[src/rtl/hub75_pkg.sv]
// Shared HUB75 definitions: scan FSM encoding, default geometry and a width helper.
package hub75_pkg;

  localparam int unsigned DefaultPlanes      = 4;
  localparam int unsigned DefaultBaseCycles  = 64;
  localparam int unsigned DefaultRows        = 32;
  localparam int unsigned DefaultBlankCycles = 2;

  // Scan FSM encoding
  localparam logic [2:0] StIdle  = 3'd0;
  localparam logic [2:0] StShift = 3'd1;
  localparam logic [2:0] StBlank = 3'd2;
  localparam logic [2:0] StLatch = 3'd3;
  localparam logic [2:0] StShow  = 3'd4;

  // Bits needed to index 'value' items, never less than one so ports stay legal.
  function automatic int unsigned clog2_min1(input int unsigned value);
    return (value <= 32'd2) ? 32'd1 : 32'($clog2(value));
  endfunction

endpackage

[src/rtl/hub75_show_timer.sv]
// Loadable down-counter for BLANK and SHOW intervals. Loading N-1 makes 'expired'
// pulse in the N-th cycle after the load cycle.
module hub75_show_timer #(
  parameter int unsigned WIDTH = 9
) (
  input  logic             clk,
  input  logic             rst,
  input  logic             load,
  input  logic [WIDTH-1:0] load_val,
  output logic             expired
);

  logic [WIDTH-1:0] count_q;
  logic             active_q;

  // Load wins; otherwise count down while active and go idle after reaching zero.
  always_ff @(posedge clk) begin
    if (rst) begin
      count_q  <= '0;
      active_q <= 1'b0;
    end else if (load) begin
      count_q  <= load_val;
      active_q <= 1'b1;
    end else if (active_q) begin
      if (count_q == '0) begin
        active_q <= 1'b0;
      end else begin
        count_q <= count_q - WIDTH'(1);
      end
    end
  end

  assign expired = active_q && (count_q == '0);

endmodule

[src/rtl/hub75_bcm_scheduler.sv]
// HUB75 binary-coded-modulation scheduler: per row, shifts each bit-plane, blanks,
// latches and shows it for BASE_CYCLES << plane cycles; swaps buffers at frame end.
module hub75_bcm_scheduler
  import hub75_pkg::*;
#(
  parameter int unsigned PLANES       = DefaultPlanes,
  parameter int unsigned BASE_CYCLES  = DefaultBaseCycles,
  parameter int unsigned ROWS         = DefaultRows,
  parameter int unsigned BLANK_CYCLES = DefaultBlankCycles,
  localparam int unsigned PW = clog2_min1(PLANES),
  localparam int unsigned RW = clog2_min1(ROWS)
) (
  input  logic          clk,
  input  logic          rst,
  input  logic          enable,
  output logic          shift_start,
  input  logic          shift_done,
  output logic [PW-1:0] plane,
  output logic [RW-1:0] shift_row,
  output logic [RW-1:0] addr,
  output logic          latch,
  output logic          oe_n,
  output logic          buf_sel,
  input  logic          swap_req,
  output logic          swap_ack,
  output logic          frame_done
);

  localparam int unsigned ShowMax  = BASE_CYCLES << (PLANES - 1);
  localparam int unsigned TimerMax = (ShowMax > BLANK_CYCLES) ? ShowMax : BLANK_CYCLES;
  localparam int unsigned TW       = clog2_min1(TimerMax);

  logic [2:0]    state_q, state_d;
  logic [PW-1:0] plane_q, plane_d;
  logic [RW-1:0] row_q, row_d;
  logic [RW-1:0] addr_q;
  logic          shift_start_q, latch_q, oe_n_q, buf_sel_q, swap_ack_q;
  logic          frame_done_q, frame_done_d;
  logic          timer_load, timer_expired;
  logic [TW-1:0] timer_val;

  hub75_show_timer #(
    .WIDTH (TW)
  ) u_timer (
    .clk      (clk),
    .rst      (rst),
    .load     (timer_load),
    .load_val (timer_val),
    .expired  (timer_expired)
  );

  // Next-state, plane/row advance and timer loads for the scan sequence.
  always_comb begin
    state_d      = state_q;
    plane_d      = plane_q;
    row_d        = row_q;
    timer_load   = 1'b0;
    timer_val    = '0;
    frame_done_d = 1'b0;
    unique case (state_q)
      StIdle: begin
        plane_d = '0;
        row_d   = '0;
        if (enable) state_d = StShift;
      end
      StShift: begin
        // A done pulse coinciding with our own start pulse cannot be a real answer.
        if (!shift_start_q && shift_done) begin
          state_d    = StBlank;
          timer_load = 1'b1;
          timer_val  = TW'(BLANK_CYCLES - 1);
        end
      end
      StBlank: begin
        if (timer_expired) state_d = StLatch;
      end
      StLatch: begin
        state_d    = StShow;
        timer_load = 1'b1;
        timer_val  = (TW'(BASE_CYCLES) << plane_q) - TW'(1);
      end
      StShow: begin
        if (timer_expired) begin
          if (plane_q == PW'(PLANES - 1)) begin
            plane_d = '0;
            if (row_q == RW'(ROWS - 1)) begin
              row_d        = '0;
              frame_done_d = 1'b1;
            end else begin
              row_d = row_q + RW'(1);
            end
          end else begin
            plane_d = plane_q + PW'(1);
          end
          // enable is only honoured here so a plane is never cut short.
          if (enable) begin
            state_d = StShift;
          end else begin
            state_d = StIdle;
            plane_d = '0;
            row_d   = '0;
          end
        end
      end
      default: state_d = StIdle;
    endcase
  end

  // Scan state and panel outputs, registered from the next state so they align with it.
  always_ff @(posedge clk) begin
    if (rst) begin
      state_q       <= StIdle;
      plane_q       <= '0;
      row_q         <= '0;
      addr_q        <= '0;
      shift_start_q <= 1'b0;
      latch_q       <= 1'b0;
      oe_n_q        <= 1'b1;
      frame_done_q  <= 1'b0;
    end else begin
      state_q       <= state_d;
      plane_q       <= plane_d;
      row_q         <= row_d;
      shift_start_q <= (state_d == StShift) && (state_q != StShift);
      latch_q       <= (state_d == StLatch);
      oe_n_q        <= (state_d != StShow);
      frame_done_q  <= frame_done_d;
      // addr moves only with latch, while OE is still off.
      if (state_d == StLatch) addr_q <= row_q;
    end
  end

  // Buffer swap, taken only in the frame_done cycle.
  always_ff @(posedge clk) begin
    if (rst) begin
      buf_sel_q  <= 1'b0;
      swap_ack_q <= 1'b0;
    end else begin
      swap_ack_q <= frame_done_q && swap_req;
      if (frame_done_q && swap_req) buf_sel_q <= ~buf_sel_q;
    end
  end

  assign shift_start = shift_start_q;
  assign plane       = plane_q;
  assign shift_row   = row_q;
  assign addr        = addr_q;
  assign latch       = latch_q;
  assign oe_n        = oe_n_q;
  assign buf_sel     = buf_sel_q;
  assign swap_ack    = swap_ack_q;
  assign frame_done  = frame_done_q;

endmodule

[config.mk]
export PLATFORM = sky130hd
export DESIGN_NAME = hub75_bcm_scheduler
export DESIGN_NICKNAME = d
export VERILOG_FILES = /design/src/rtl/hub75_pkg.sv /design/src/rtl/hub75_show_timer.sv /design/src/rtl/hub75_bcm_scheduler.sv
export SDC_FILE = /design/constraint.sdc
export NUM_CORES = 1
export LEC_CHECK = 0
export CORE_MARGIN = 10
export CORE_UTILIZATION = 54
export DETAILED_ROUTE_END_ITERATION = 8
export PLACE_DENSITY = 0.79
export SYNTH_ARGS = -nofsm -noshare
export SYNTH_HDL_FRONTEND = slang
export SYNTH_SLANG_ARGS = --single-unit
[constraint.sdc]
create_clock -name clk -period 2.1 [get_ports clk]
set_input_delay 0.42 -clock clk [delete_from_list [all_inputs] [get_ports clk]]
set_output_delay 0.42 -clock clk [all_outputs]
set_load 0.05 [all_outputs]
==> flow_summary.yaml <==
cts:
  clk_pin_slew_ns: 0.10
  cts_sinks: 31
  cts_tree: "done"
  post-cts-setup-buffer-count: 0
  cts_max_path_buffers: 2
  htree_num_levels: 2
  cts_resized: 0
  cts_hold_buf: 0
  cts_buffers: 5
  clock_latency_ns: 0.34
  cts_root_buffer: "clkbuf_4"
pwr:
  internal_power_mw: 1.05
  p_leak_nw: 0.737
  vdd_drop_max_uv: 534
  p_per_area_mw_per_mm2: 798
  comb_power_share_pct: 31.5
  swShare_pct: 35.4
  switchingPower_mw: 0.572
  total_power_mw: 1.62
  p_seq_share_pct: 42.5
  power_frac_clock_pct: 26.0
finish:
  drive_above_1_share_pct: 13.1
  nets: 233
  nFillCells: 258
  area_growth_pct: 20.3
  antenna_cells: 0
  stdcell_area_mm2: 0.00203
synth:
  syn_area_mm2: 0.00169
  syn_nets: 209
  synth.most_common_cell: "dfxtp_1"
  yosysWarnings: 0
  synthFlopType: "dfxtp_1"
  synthTopCellsByCount: "dfxtp_1 (31), nor2_1 (15), a21oi_1 (14)"
  async_flop_share_pct: 0
  synthTopCellsByArea: "dfxtp_1 (37%), ha_1 (5.2%), a21oi_1 (4.2%), o21ai_0 (3.9%), nor2_1 (3.3%)"
  synth.top_cell.area_share_pct: 36.8
  synthCells: 197
  synth_seq_cells: 31
  yosysTopAreaCell: "dfxtp_1"
  synth_cell_types: 54
  avgSynthCellArea_um2: 8.56
  ys_seq_area_share_pct: 36.8
  synth-edff-count: 0
drt:
  vias: 1648
  drtAntennaViolNets: 0
  drt-initial-drc-count: 195
  routed_via_density: 6.20
  drt-pass1-iter-count: 5
  post-route-drc-count: 0
  wirelength_um: 4360
  wl_per_cell_um: 16.4
die:
  die_area_mm2: 0.00576
  rows: 20
  initial_core_util_pct: 55.7
  die_x_um: 75.9
  coreArea_mm2: 0.00303
  dieHeight_um: 75.9
  ioPinCount: 23
sta:
  slew_viol_final: 0
  fmax_ghz: 0.489
  setup_slack_ns: 0.0547
  finalHoldViolations: 0
  timing.final.crit_share_pct: 97.4
  rsz0062_at_grt: "no"
  setup_viol: 0
  fin_crit_ns: 2.05
  tns_ns: 0
  relSlewSlack_pct: 65.7
  worst_pin_slew_ns: 0.510
  fin_skew_ns: 0.00443
placed_design:
  io_buffers: 22
  placedInstanceArea_mm2: 0.00195
  gp_congestion: 0.890
  post-place-ws_ns: 0.0391
  hpwl_um: 3120
worst_setup_path:
  worst_setup_path_start_kind: "flip-flop"
  cpPeakStageDelay_ns: 0.84
  setup.worst_path.class: "reg2out"
  cp_cell_sequence: "clkdlybuf4s50_1"
  cp_top_family: "buffers and inverters"
  cp.arrival_ns: 1.63
  critPathMaxFanout: 4
  path_buf_inv: 1
  crit_path_end_kind: "output port"
  cp_data_required_time_ns: 1.68
  cpMaxStageDelayCell: "clkdlybuf4s50_1"
run_status:
  outcome: "finished, final reports clean"
global_routing:
  antenna_found_initial: 0
  grt_pass1_vias: 1594
  grt_max_degree: 18
  grt_overflow: 0
  track_usage_pct: 16.2
  grt_pass1_wl_um: 7210
run:
  max_cap_violations: 0
worst_hold_path:
  hp-class: "reg2reg"
-- sequential cells by signal (all words and copies together), names as in the netlist --
name	flops
latch	1
shift_start	1
u_timer.count_q	9
u_timer.active_q	1
oe_n	1
shift_row	5
plane	2
swap_ack	1
buf_sel	1
frame_done	1
addr	5
state_q	3
-- worst paths after layout --
| kind | startpoint | endpoint | slack [ns] | cells after the start |
|---|---|---|---|---|
| min | addr[1] | addr[1] | 0.47 | 2 |
| min reg2reg | addr[1] | addr[1] | 0.47 | 2 |
| max reg2reg | u_timer.count_q[0] | u_timer.count_q[5] | 0.07 | 6 |
| max | shift_row[4] | shift_row[4] | 0.05 | 1 |
-- stage by stage --
step           std cells  util (%)  hold WS (ns)
2_1_floorplan        197         -         0.482
3_3_place_gp         258      64.3         0.448
3_5_place_dp         258      64.3         0.454
4_1_cts              266      66.7         0.475
5_1_grt              266      67.0         0.489
6_report             266      67.0         0.468
-- power groups by stage --
stage | Clock, mW | Combinational (mW) | Sequential (mW)
finish | 0.421 | 0.509 | 0.689
global route | 0.452 | 0.560 | 0.696
CTS | 0.426 | 0.494 | 0.684
detailed placement | 0 | 0.491 | 0.698
global placement | 0 | 0.480 | 0.694
floorplan | 0 | 0.417 | 0.684
-- cell type report --
cell class	instances	area (um2)	area share, %
clock inverters	1	7.51	0.370
repair buffers	28	268	13.2
clock buffers	7	65.1	3.21
flip-flops and latches	31	621	30.6
inverters	9	33.8	1.66
well taps	44	55.1	2.71
multi-input cells	146	980	48.3
-- cells by family after synthesis --
kind of cell	Yosys count	synth area share, %
simple gates	73	24.6
compound gates	58	23.4
mux	5	2.97
flops	31	36.8
buf+inv	20	5.49
fa+ha+maj	7	5.19
xor+xnor	3	1.56
-- routing by layer --
metal	global-route usage (%)	part of all wire [%]	vias up
met5	0	0	-
met4	7.42	2.2	0
met3	7.16	8.9	16
met2	24.6	46	87
met1	19.1	43	761
li1	-	-	784
-- cells in the final DEF (no fill, tap or decap), types with 3 or more instances in the layout --
cell	instances
dfxtp_1	31
clkdlybuf4s50_1	21
nor2_1	15
a21oi_1	14
o21ai_0	13
nand2_1	13
inv_1	8
nor3_1	8
ha_1	7
buf_4	6
o22ai_1	5
nand3_1	5
mux2i_1	5
clkbuf_4	5
o31ai_1	4
nor2b_1	3
nand3b_1	3
nor4_1	3
or2_2	3
nand4_1	3
a211oi_1	3
Power figures use the tool's default switching activity.
